[src/rtl/axi4_lite_master_arb.sv]
// Two-requester AXI4-Lite master with round-robin arbitration.
// Each granted request runs one single-beat write (AW -> W -> B) or read (AR -> R)
// on the master port. A one-cycle done pulse goes back to the owning requester.
//
//  state | meaning
//  IDLE  | arbitrate between eligible requesters; completion pulse is visible here
//  ADDR  | AWVALID or ARVALID held until the slave accepts the address
//  DATA  | write: WVALID held until WREADY; read: RREADY until RVALID
//  RESP  | write only: BREADY until BVALID
module axi4_lite_master_arb #(
    parameter int ADDR_WIDTH = 32,
    parameter int DATA_WIDTH = 32
) (
    input  logic                          ACLK,
    input  logic                          ARESETN,
    input  logic [1:0]                    req_i,
    input  logic [1:0]                    we_i,
    input  logic [2*ADDR_WIDTH-1:0]       addr_i,
    input  logic [2*DATA_WIDTH-1:0]       wdata_i,
    input  logic [2*(DATA_WIDTH/8)-1:0]   wstrb_i,
    output logic [1:0]                    done_o,
    output logic [DATA_WIDTH-1:0]         rdata_o,
    output logic [1:0]                    resp_o,
    output logic [ADDR_WIDTH-1:0]         AWADDR,
    output logic [2:0]                    AWPROT,
    output logic                          AWVALID,
    input  logic                          AWREADY,
    output logic [DATA_WIDTH-1:0]         WDATA,
    output logic [(DATA_WIDTH/8)-1:0]     WSTRB,
    output logic                          WVALID,
    input  logic                          WREADY,
    input  logic [1:0]                    BRESP,
    input  logic                          BVALID,
    output logic                          BREADY,
    output logic [ADDR_WIDTH-1:0]         ARADDR,
    output logic [2:0]                    ARPROT,
    output logic                          ARVALID,
    input  logic                          ARREADY,
    input  logic [DATA_WIDTH-1:0]         RDATA,
    input  logic [1:0]                    RRESP,
    input  logic                          RVALID,
    output logic                          RREADY
);

    localparam int STRB_WIDTH = DATA_WIDTH / 8;

    localparam logic [1:0] S_IDLE = 2'd0;
    localparam logic [1:0] S_ADDR = 2'd1;
    localparam logic [1:0] S_DATA = 2'd2;
    localparam logic [1:0] S_RESP = 2'd3;

    logic [1:0]            r_state;
    logic                  r_grant;
    logic                  r_last_grant;
    logic                  r_we;
    logic [1:0]            r_done;
    logic [DATA_WIDTH-1:0] r_rdata;
    logic [1:0]            r_resp;
    logic [ADDR_WIDTH-1:0] r_awaddr;
    logic [ADDR_WIDTH-1:0] r_araddr;
    logic [DATA_WIDTH-1:0] r_wdata;
    logic [STRB_WIDTH-1:0] r_wstrb;
    logic                  r_awvalid;
    logic                  r_wvalid;
    logic                  r_bready;
    logic                  r_arvalid;
    logic                  r_rready;

    logic [1:0]            w_elig;
    logic                  w_gnt_valid;
    logic                  w_gnt_id;
    logic                  w_sel_we;
    logic [ADDR_WIDTH-1:0] w_sel_addr;
    logic [DATA_WIDTH-1:0] w_sel_wdata;
    logic [STRB_WIDTH-1:0] w_sel_wstrb;
    logic [1:0]            w_done_onehot;

    // Round-robin pick; a requester whose done pulse is showing is not eligible,
    // so a level held one cycle past completion is not mistaken for a new request.
    always_comb begin
        w_elig      = req_i & ~r_done;
        w_gnt_valid = |w_elig;
        w_gnt_id    = 1'b0;
        case (w_elig)
            2'b01:   w_gnt_id = 1'b0;
            2'b10:   w_gnt_id = 1'b1;
            2'b11:   w_gnt_id = ~r_last_grant;
            default: w_gnt_id = 1'b0;
        endcase
    end

    // Payload of the requester being granted this cycle.
    always_comb begin
        w_sel_we    = w_gnt_id ? we_i[1] : we_i[0];
        w_sel_addr  = w_gnt_id ? addr_i[2*ADDR_WIDTH-1:ADDR_WIDTH] : addr_i[ADDR_WIDTH-1:0];
        w_sel_wdata = w_gnt_id ? wdata_i[2*DATA_WIDTH-1:DATA_WIDTH] : wdata_i[DATA_WIDTH-1:0];
        w_sel_wstrb = w_gnt_id ? wstrb_i[2*STRB_WIDTH-1:STRB_WIDTH] : wstrb_i[STRB_WIDTH-1:0];
        w_done_onehot = r_grant ? 2'b10 : 2'b01;
    end

    // Transaction sequencer: every output is a register updated here.
    always_ff @(posedge ACLK or negedge ARESETN) begin
        if (!ARESETN) begin
            r_state      <= S_IDLE;
            r_grant      <= 1'b0;
            r_last_grant <= 1'b1;
            r_we         <= 1'b0;
            r_done       <= 2'b00;
            r_rdata      <= '0;
            r_resp       <= 2'b00;
            r_awaddr     <= '0;
            r_araddr     <= '0;
            r_wdata      <= '0;
            r_wstrb      <= '0;
            r_awvalid    <= 1'b0;
            r_wvalid     <= 1'b0;
            r_bready     <= 1'b0;
            r_arvalid    <= 1'b0;
            r_rready     <= 1'b0;
        end else begin
            r_done <= 2'b00;
            case (r_state)
                S_IDLE: begin
                    if (w_gnt_valid) begin
                        r_grant      <= w_gnt_id;
                        r_last_grant <= w_gnt_id;
                        r_we         <= w_sel_we;
                        if (w_sel_we) begin
                            r_awaddr  <= w_sel_addr;
                            r_wdata   <= w_sel_wdata;
                            r_wstrb   <= w_sel_wstrb;
                            r_awvalid <= 1'b1;
                        end else begin
                            r_araddr  <= w_sel_addr;
                            r_arvalid <= 1'b1;
                        end
                        r_state <= S_ADDR;
                    end
                end
                S_ADDR: begin
                    if (r_we) begin
                        if (AWREADY) begin
                            r_awvalid <= 1'b0;
                            r_wvalid  <= 1'b1;
                            r_state   <= S_DATA;
                        end
                    end else if (ARREADY) begin
                        r_arvalid <= 1'b0;
                        r_rready  <= 1'b1;
                        r_state   <= S_DATA;
                    end
                end
                S_DATA: begin
                    if (r_we) begin
                        if (WREADY) begin
                            r_wvalid <= 1'b0;
                            r_bready <= 1'b1;
                            r_state  <= S_RESP;
                        end
                    end else if (RVALID) begin
                        r_rready <= 1'b0;
                        r_rdata  <= RDATA;
                        r_resp   <= RRESP;
                        r_done   <= w_done_onehot;
                        r_state  <= S_IDLE;
                    end
                end
                S_RESP: begin
                    if (BVALID) begin
                        r_bready <= 1'b0;
                        r_resp   <= BRESP;
                        r_done   <= w_done_onehot;
                        r_state  <= S_IDLE;
                    end
                end
                default: r_state <= S_IDLE;
            endcase
        end
    end

    assign done_o  = r_done;
    assign rdata_o = r_rdata;
    assign resp_o  = r_resp;
    assign AWADDR  = r_awaddr;
    assign AWPROT  = 3'b000;
    assign AWVALID = r_awvalid;
    assign WDATA   = r_wdata;
    assign WSTRB   = r_wstrb;
    assign WVALID  = r_wvalid;
    assign BREADY  = r_bready;
    assign ARADDR  = r_araddr;
    assign ARPROT  = 3'b000;
    assign ARVALID = r_arvalid;
    assign RREADY  = r_rready;

endmodule

[config.mk]
export PLATFORM = sky130hd
export DESIGN_NAME = axi4_lite_master_arb
export DESIGN_NICKNAME = d
export VERILOG_FILES = /design/src/rtl/axi4_lite_master_arb.sv
export SDC_FILE = /design/constraint.sdc
export NUM_CORES = 1
export LEC_CHECK = 0
export CAP_MARGIN = 20
export CORE_ASPECT_RATIO = 0.8
export CORE_MARGIN = 3
export CORE_UTILIZATION = 37
export DETAILED_ROUTE_END_ITERATION = 10
export PLACE_DENSITY = 0.88
export SETUP_SLACK_MARGIN = 0.15
export SYNTH_ARGS = -nofsm -noshare
export SYNTH_HDL_FRONTEND = slang
export SYNTH_SLANG_ARGS = --single-unit
export TNS_END_PERCENT = 50
[constraint.sdc]
create_clock -name ACLK -period 1.85 [get_ports ACLK]
set_input_delay 0.37 -clock ACLK [delete_from_list [all_inputs] [get_ports ACLK]]
set_output_delay 0.37 -clock ACLK [all_outputs]
set_load 0.005 [all_outputs]
# After elaboration in Yosys (flattened, before gate mapping)
# Index checks and enable logic that the tools add are counted.
[classes]
n_bitwise = 5
n_reduce_logical = 16
muxes = 47
eq_ne = 21
[op_table]
columns = ["operator", "count"]
rows = [
  ["32-bit 2-to-1 mux", 2],
  ["2-bit 2-to-1 mux", 15],
  ["2-bit inequality test (second input constant)", 12],
  ["1-bit 2-to-1 mux", 20],
  ["5-bit AND reduction", 4],
  ["3-bit inequality test (second input constant)", 4],
  ["1-bit case mux with 2 select lines", 6],
  ["3-bit AND reduction", 3],
  ["2-bit equality test (second input constant)", 4],
  ["2-bit case mux with 2 select lines", 2],
  ["2-bit case mux with 4 select lines", 1],
  ["4-bit AND reduction", 2],
  ["6-bit AND reduction", 1],
  ["2-bit nonzero test", 3],
  ["4-bit 2-to-1 mux", 1],
  ["1-bit NOT", 3],
  ["2-bit AND", 1],
  ["2-bit by 1-bit equality test with 1-bit output (second input constant)", 1],
  ["2-bit zero test", 1],
  ["2-bit NOT", 1],
  ["2-bit AND reduction", 1],
  ["2-bit OR reduction", 1],
]
[word_totals]
wordCells = 105
regBits = 146
output_inout_bits = 147
in_bits = 183

# Longest topological paths before layout
# Gate-level depths: netlist of the first run.
[depth]
depth_word = 8
depth_mapped = 7
depth_no_buf = 4

# Worst setup path before layout of the first run
# OpenSTA, ideal clock, no wires.
[synth_timing]
path_type = "flip-flop to flip-flop"
from = "reg r_last_grant"
to = "reg r_awaddr[12], in the netlist AWADDR[12]"
required_time_ps = 1725
path_stages_with_launch = 6
setup_ps = 125
arrival_time_ps = 1695
slack_ps = 30
synth_period_minus_slack_ps = 1820
path_buffers = 1
path_cell_list = "dfstp_2 nand3b_4 nand2_2 clkbuf_1 mux2_2 mux2_2"
[synth_between]
elab_chain_cells = 4
elab_cells_between_ends = 5
classes_between = "mux: 3; bitwise: 1; reduce/logical: 1"
[synth_lines]
columns = ["item", "line_no", "text"]
rows = [
  ["start: declaration", "54", "logic r_last_grant;"],
  ["start signal: assignment", "126", "r_last_grant <= w_gnt_id;"],
  ["1-bit NOT (*)", "87", "2'b11: w_gnt_id = ~r_last_grant;"],
  ["1-bit case mux with 2 select lines (*)", "84", "case (w_elig)"],
  ["1-bit 2-to-1 mux", "94", "w_sel_we = w_gnt_id ? we_i[1] : we_i[0];"],
  ["3-bit AND reduction (no source line)", "--", ""],
  ["end signal: assignment", "129", "r_awaddr <= w_sel_addr;"],
  ["end: declaration", "59", "logic [ADDR_WIDTH-1:0] r_awaddr;"],
]
# Every way passes the cells marked *; elsewhere a longest branch is shown, timed or not.
# A chain may end at the register's enable or synchronous reset.

# Worst setup path after layout of the first run
[layout_timing]
from = "reg r_last_grant"
to = "reg r_wdata[24], in the netlist WDATA[24]"
[layout_between]
elab_chain_cells = 4
elab_cells_between_ends = 5
classes_between = "mux: 3; bitwise: 1; reduce/logical: 1"
[layout_lines]
columns = ["item", "line_no", "text"]
rows = [
  ["1-bit NOT (*)", "87", ""],
  ["1-bit case mux with 2 select lines (*)", "84", ""],
  ["1-bit 2-to-1 mux", "94", ""],
  ["3-bit AND reduction (no source line)", "--", ""],
  ["end signal: assignment", "130", "r_wdata <= w_sel_wdata;"],
  ["end: declaration", "61", "logic [DATA_WIDTH-1:0] r_wdata;"],
]
# Marked as above.

==> out/summary.txt, run 1 <==
Pint = 12100 uW
critical-path cell list = nand3b_4 > a21bo_4 > a21oi_4 > buf_12 > clkbuf_16 > mux2_2
placed cell count = 981
crit path max-delay cell type = dfstp_2
first-pass GRT wire length = 29.3 mm
status = finished with violations
Initial Utilization = 38.8%
initial antenna violation count = 0
VDD IR-drop max = 0.000885 V
CTS max path bufs = 2
Critical Path RT = 2140 ps
final core utilization = 65.8%
fin worst setup slack = -18.2 ps
CTS H-tree lvls = 4
antenna viol nets, final = 0
RSZ-0062 raised after global routing = true
GRT Overall Usage = 19.2%
Final period util = 101%
Buf/Inv on CP = 2
Sw Share = 28.0%
die height = 125 um
Ant. Diodes = 0
share of layout cells above drive strength 1 = 35.0%
Flop pwr share = 34.1%
clk sinks = 146
Setup Viol. Count Final = 30
GR Layer Usage met2 = 34.3%
Final Hold Vio Count = 0
Critical Setup Path Class = reg2reg
max-capacitance violation count = 0
area occupied by multi-input gates = 2820 sq um
CP arrival = 2160 ps
Reg2Reg Depth = 6
Synth Register Bits = 146
pwr dens = 1500 nW/um^2
share of total power in combinational logic = 45.5%
area fraction of the dominant cell type after synthesis = 55.2%
Clock Power Share = 20.3%
cell family with most CP delay = flip-flops
Fin Setup TNS = -271 ps
CP Max Fanout = 15
Worst-path clk slew = 60 ps
reg2reg start = r_last_grant
Boundary Pins = 330
Port Buf Inserts = 323
Fill cells = 1248
minimum clock period = 1870 ps
r2r endpoint = WDATA[24]
met1 Resource Use GR = 21.9%
Die Area = 19400 sq um
syn_area_per_cell = 15.1 sq um
failing checks = negative setup slack
GRT Max-Usage Layer = met2
Layout Nets = 972
Synth area leader = dfrtp_1
Layout area overhead = 69.9%
synth warn = 0
Initial DRT Pass Iterations = 4
DRC errors left = 0
register area share after synthesis = 55.6%
pin count of the biggest net entering global routing = 47
CTS tree = done
Num CTS Buffers = 17
Die W = 155 um
vias in the first global route = 5404
post-synthesis cell count = 436
Vias/cell = 4.78
WL/cell = 19.2 um
Iter 0 DRT Violations = 116
static leakage = 0.00515 uW
row count = 42
Synth Cell Area = 6580 sq um
top post-synthesis cells by area = dfrtp_1 (55%), mux2_2 (29%), mux2_4 (6.4%)
Final Wtd Congestion = 0.766
GR Util met3 = 6.77%
worst hold path class = in2async
synth unique cells = 35
CTS Root Cell = clkbuf_16
final WL = 19.7 mm
Vias = 4878
grt total ovfl = 0
crit path launch type = flop
Sw Pwr = 4690 uW
CP endpoint kind = flop
FF-to-FF setup slack = -20 ps
total power = 16700 uW
DP HPWL = 14.6 mm
Core Region = 17000 sq um
worst clock skew = 9.84 ps
critical path's largest stage delay = 550 ps
fmax = 535 MHz
Reg area = 3650 sq um
final std cells w/o fill = 1021
worst skew pair latency = 410 ps
Pins Over Slew Limit = 0
## final cells by class
cell class / instances / share of cell area [%]
flip-flops and latches: 146 / 32.7
well taps: 220 / 2.46
multi-input cells: 261 / 25.2
repair buffers: 358 / 34.2
clock inverters: 12 / 1.16
clock buffers: 19 / 4.05
inverters: 5 / 0.168
## logic make-up (layout without fill, tap and decap cells)
logic type             count (synthesis)  in the layout  synth area share (%)
AOI/OAI and AO/OA                     23             23                  2.30
buffers and inverters                 34            394                  3.37
DFF                                  146            146                  55.6
muxes                                200            200                  35.8
other                                  1              6                0.0570
and+or+nand+nor                       32             32                  2.87
## synthesized netlist by cell type
library cell,number
a31o_2,1
nand2b_1,3
a21oi_1,6
conb_1,1
nor2_1,7
o22ai_1,2
a21o_1,1
dfrtp_1,145
mux2_2,172
buf_4,8
a21oi_2,1
o21ai_0,6
nor2b_4,1
mux2_4,28
o21ai_2,1
buf_6,7
nand2_2,1
and3b_1,1
a32oi_1,1
nand3_1,2
and2_1,2
a21bo_1,1
nand3b_4,1
or2_2,1
nand2_1,7
nand3b_1,1
buf_2,9
dfstp_2,1
nor3_1,1
nor2b_1,3
a31oi_1,1
clkbuf_1,5
nor4b_1,1
inv_1,5
a32o_1,2
## cells in the final DEF, fill, tap and decap left out, drive strengths merged, types with 3 or more instances in the layout
| master | instances |
|---|---|
| clkdlybuf4s50 | 271 |
| buf | 31 |
| nor2 | 7 |
| dfrtp | 145 |
| conb | 6 |
| nand2 | 8 |
| a21oi | 7 |
| clkinv | 5 |
| nor2b | 4 |
| mux2 | 200 |
| nand2b | 3 |
| clkbuf | 23 |
| inv | 8 |
| o21ai | 7 |
| dlymetal6s2s | 49 |
## repair_timing
action                                 4_1_cts  5_1_grt
pin swaps                                    0        2
setup buffers                                0        2
setup endpoints to repair                  111      149
resized for setup                            9       67
cloned                                       0        6
hold buffers                                 1        0
endpoints found under the hold margin       34        0
## per-layer routing
| layer | vias to the layer above | wire length, um |
|---|---|---|
| met5 | - | 0 |
| met1 | 2408 | 7510 |
| li1 | 2248 | - |
| met3 | 25 | 1530 |
| met2 | 197 | 10300 |
| met4 | 0 | 334 |
## power groups by stage
stage / clock, uW / sequential [uW] / combinational [uW]
2_1_floorplan: 0 / 5770 / 2970
3_3_place_gp: 0 / 5650 / 7410
3_5_place_dp: 0 / 5740 / 7580
4_1_cts: 3470 / 5730 / 7630
5_1_grt: 3610 / 5930 / 8120
6_report: 3410 / 5710 / 7620
## how the worst max path moves through the flow
stage	from	end	slack [ps]	depth (start not counted)
2_1_floorplan	r_last_grant	WDATA[10]	40	5
3_3_place_gp	req_i[0]	ARADDR[11]	-390	6
4_1_cts	r_last_grant	WDATA[11]	-20	5
6_report	r_last_grant	WDATA[24]	-20	6
3_5_place_dp	req_i[0]	ARADDR[30]	-450	6
5_1_grt	r_last_grant	WSTRB[1]	-60	6
## registers in the layout, summed over array words and instances (netlist names), 2 cells and up
| name | count |
|---|---|
| WDATA | 32 |
| AWADDR | 32 |
| done_o | 2 |
| WSTRB | 4 |
| rdata_o | 32 |
| resp_o | 2 |
| ARADDR | 32 |
| r_state | 2 |
## through the flow
step                      worst slack [ps]  hold WS (ps)  cell area, sq um
after floorplan                       44.7          74.4              6600
after global placement                -387           310             10200
after detailed placement              -450           308             10200
after CTS                            -15.6           431             10800
after global routing                 -58.9           441             11200
final                                -18.2           432             11200
Power figures use the tool's default switching activity.
==> inputs of run 2 (changes only) <==
--- a/config.mk
+++ b/config.mk
@@ -6,11 +6,11 @@
 export NUM_CORES = 1
 export LEC_CHECK = 0
 export CAP_MARGIN = 20
-export CORE_ASPECT_RATIO = 0.8
-export CORE_MARGIN = 3
-export CORE_UTILIZATION = 37
+export CORE_AREA = 3 3 125 127
 export DETAILED_ROUTE_END_ITERATION = 10
-export PLACE_DENSITY = 0.88
+export DIE_AREA = 0 0 128 130
+export DONT_BUFFER_PORTS = 1
+export PLACE_DENSITY = 0.71
 export SETUP_SLACK_MARGIN = 0.15
 export SYNTH_ARGS = -nofsm -noshare
 export SYNTH_HDL_FRONTEND = slang
==> run 2 against run 1 <==
Net effect: the run ends with negative hold slack, negative setup slack left; clock power shrank 7.0%; combinational power decreased by 43%; global-route usage is 1.2 points lower; worst setup slack better by 0.58 ps; first-iteration DRC count grew 53%; non-clock buffer count decreased by 329; sequential share of layout area is 13 points higher; die area is 14% lower; total power down 18%; critical path type unchanged; largest cell class is now sequential cells; highest routed layer unchanged.
==> out/summary.txt, run 2 (same netlist as run 1, synthesis figures left out) <==
status = finished with violations
failing checks = negative hold slack, negative setup slack
CP Max Fanout = 5
die height = 130 um
DP Worst Slack = -38.8 ps
Vias/cell = 5.66
Initial Utilization = 45.3%
Iter 0 DRT Violations = 178
area occupied by multi-input gates = 2980 sq um
CP endpoint kind = flop
initial antenna violation count = 0
CTS H-tree lvls = 4
Final Instance Area = 7920 sq um
Critical Path RT = 2140 ps
Final Hold Vio Count = 146
most frequent CP cell = buf_6
Die Area = 16600 sq um
Sw Share = 30.8%
Vias = 3714
Die W = 128 um
minimum clock period = 1870 ps
GRT Max-Usage Layer = met2
Core Region = 14500 sq um
Pins Over Slew Limit = 0
crit path max-delay cell type = dfstp_2
worst hold slack = -350 ps
worst hold path class = in2async
CTS max path bufs = 2
critical path's largest stage delay = 560 ps
DRC errors left = 0
worst skew pair latency = 410 ps
FF-to-FF setup slack = -20 ps
most frequent cells in the layout = dfrtp_1 (145), mux2_2 (109), mux2_4 (91)
Buf/Inv on CP = 2
Flop pwr share = 45.6%
crit path launch type = flop
static leakage = 0.00350 uW
share of total power in combinational logic = 31.4%
first-pass GRT wire length = 22.7 mm
Layout Nets = 643
Final period util = 101%
GRT Overall Usage = 18.1%
VDD IR-drop max = 0.000822 V
WL/cell = 25.7 um
CTS Root Cell = clkbuf_16
total power = 13800 uW
row count = 44
Critical Setup Path Class = reg2reg
DP Area = 6810 sq um
pwr dens = 1740 nW/um^2
Critical Path Source = r_last_grant
critical-path cell list = nand3b_4 > a21bo_4 > a21oi_4 > buf_6 > buf_6 > mux2_2
share of layout cells above drive strength 1 = 57.2%
Fill cells = 1150
grt total ovfl = 0
Pint = 9560 uW
Ant. Diodes = 0
Boundary Pins = 330
reg2reg start = r_last_grant
vias in the first global route = 3876
CP arrival = 2160 ps
Port Buf Inserts = 0
final WL = 16.9 mm
antenna viol nets, final = 0
Final Wtd Congestion = 0.841
Setup Viol. Count Final = 31
CTS tree = done
Num CTS Buffers = 17
clk sinks = 146
fmax = 535 MHz
final core utilization = 54.5%
Worst-path clk slew = 60 ps
commonest non-fill, non-tap cell in the layout = dfrtp_1
GR Layer Usage met2 = 31.7%
worst clock skew = 6.03 ps
Reg area = 3650 sq um
RSZ-0062 raised after global routing = true
met1 Resource Use GR = 19.8%
Initial DRT Pass Iterations = 4
Layout area overhead = 20.4%
cell family with most CP delay = flip-flops
pin count of the biggest net entering global routing = 147
GR Util met3 = 7.57%
DP HPWL = 11.0 mm
Clock Power Share = 22.9%
Sw Pwr = 4240 uW
fin worst setup slack = -17.6 ps
max-capacitance violation count = 0
-- run 2: area by class of cell --
type,instances,area share (%)
clock buffer,18,5.42
clock inverter,13,1.42
sequential,146,46.2
inverter,5,0.237
timing repair buffer,29,6.24
tap,184,2.91
multi-input combinational,261,37.6
-- run 2: power by group through the flow --
stage	Clock, uW	Combinational, uW	Sequential [uW]
after global placement	0	3300	6320
after CTS	3230	3750	6330
after global routing	3420	4630	6510
after floorplan	0	2970	5770
final	3170	4330	6300
after detailed placement	0	3490	6340
-- run 2: per-stage QoR --
stage | TNS [ps] | hold WS (ps) | instances
after floorplan | 0 | 74.4 | 441
after global placement | 0 | 77.3 | 608
after detailed placement | -1100 | 77.6 | 608
after CTS | -588 | -374 | 644
after global routing | -3770 | -378 | 656
final | -235 | -350 | 656
-- run 2: worst paths after layout --
kind / end / cells after the start
worst max-delay path: AWADDR[25] / 6
worst min-delay path: ARADDR[25] / 0
worst max register to register: AWADDR[25] / 6
worst min register to register: done_o[0] / 1
max in group asynchronous: r_last_grant / 0
min in group ACLK: rdata_o[6] / 1
-- run 2: worst register-to-register path: cells and delay by family (launching register included) --
family                 cells  cell delay (ps)
flip-flops                 1              560
AO/OA/AOI/OAI              2              430
multiplexers               1              330
buffers and inverters      2              320
AND/OR/NAND/NOR            1              110
-- run 2: metal layers --
metal | share of wire [%] | vias up
met5 | 0 | -
met4 | 1.1 | 0
met3 | 8.8 | 18
met2 | 53 | 229
met1 | 37 | 1878
li1 | - | 1589
-- run 2: timing repair --
item                                    in CTS  in global routing
pin swaps                                    2                  3
gates cloned                                 2                  9
gates resized for setup                     26                 46
buffers inserted                             3                  3
endpoints found under the setup margin     100                100
endpoints found under the hold margin      146                146
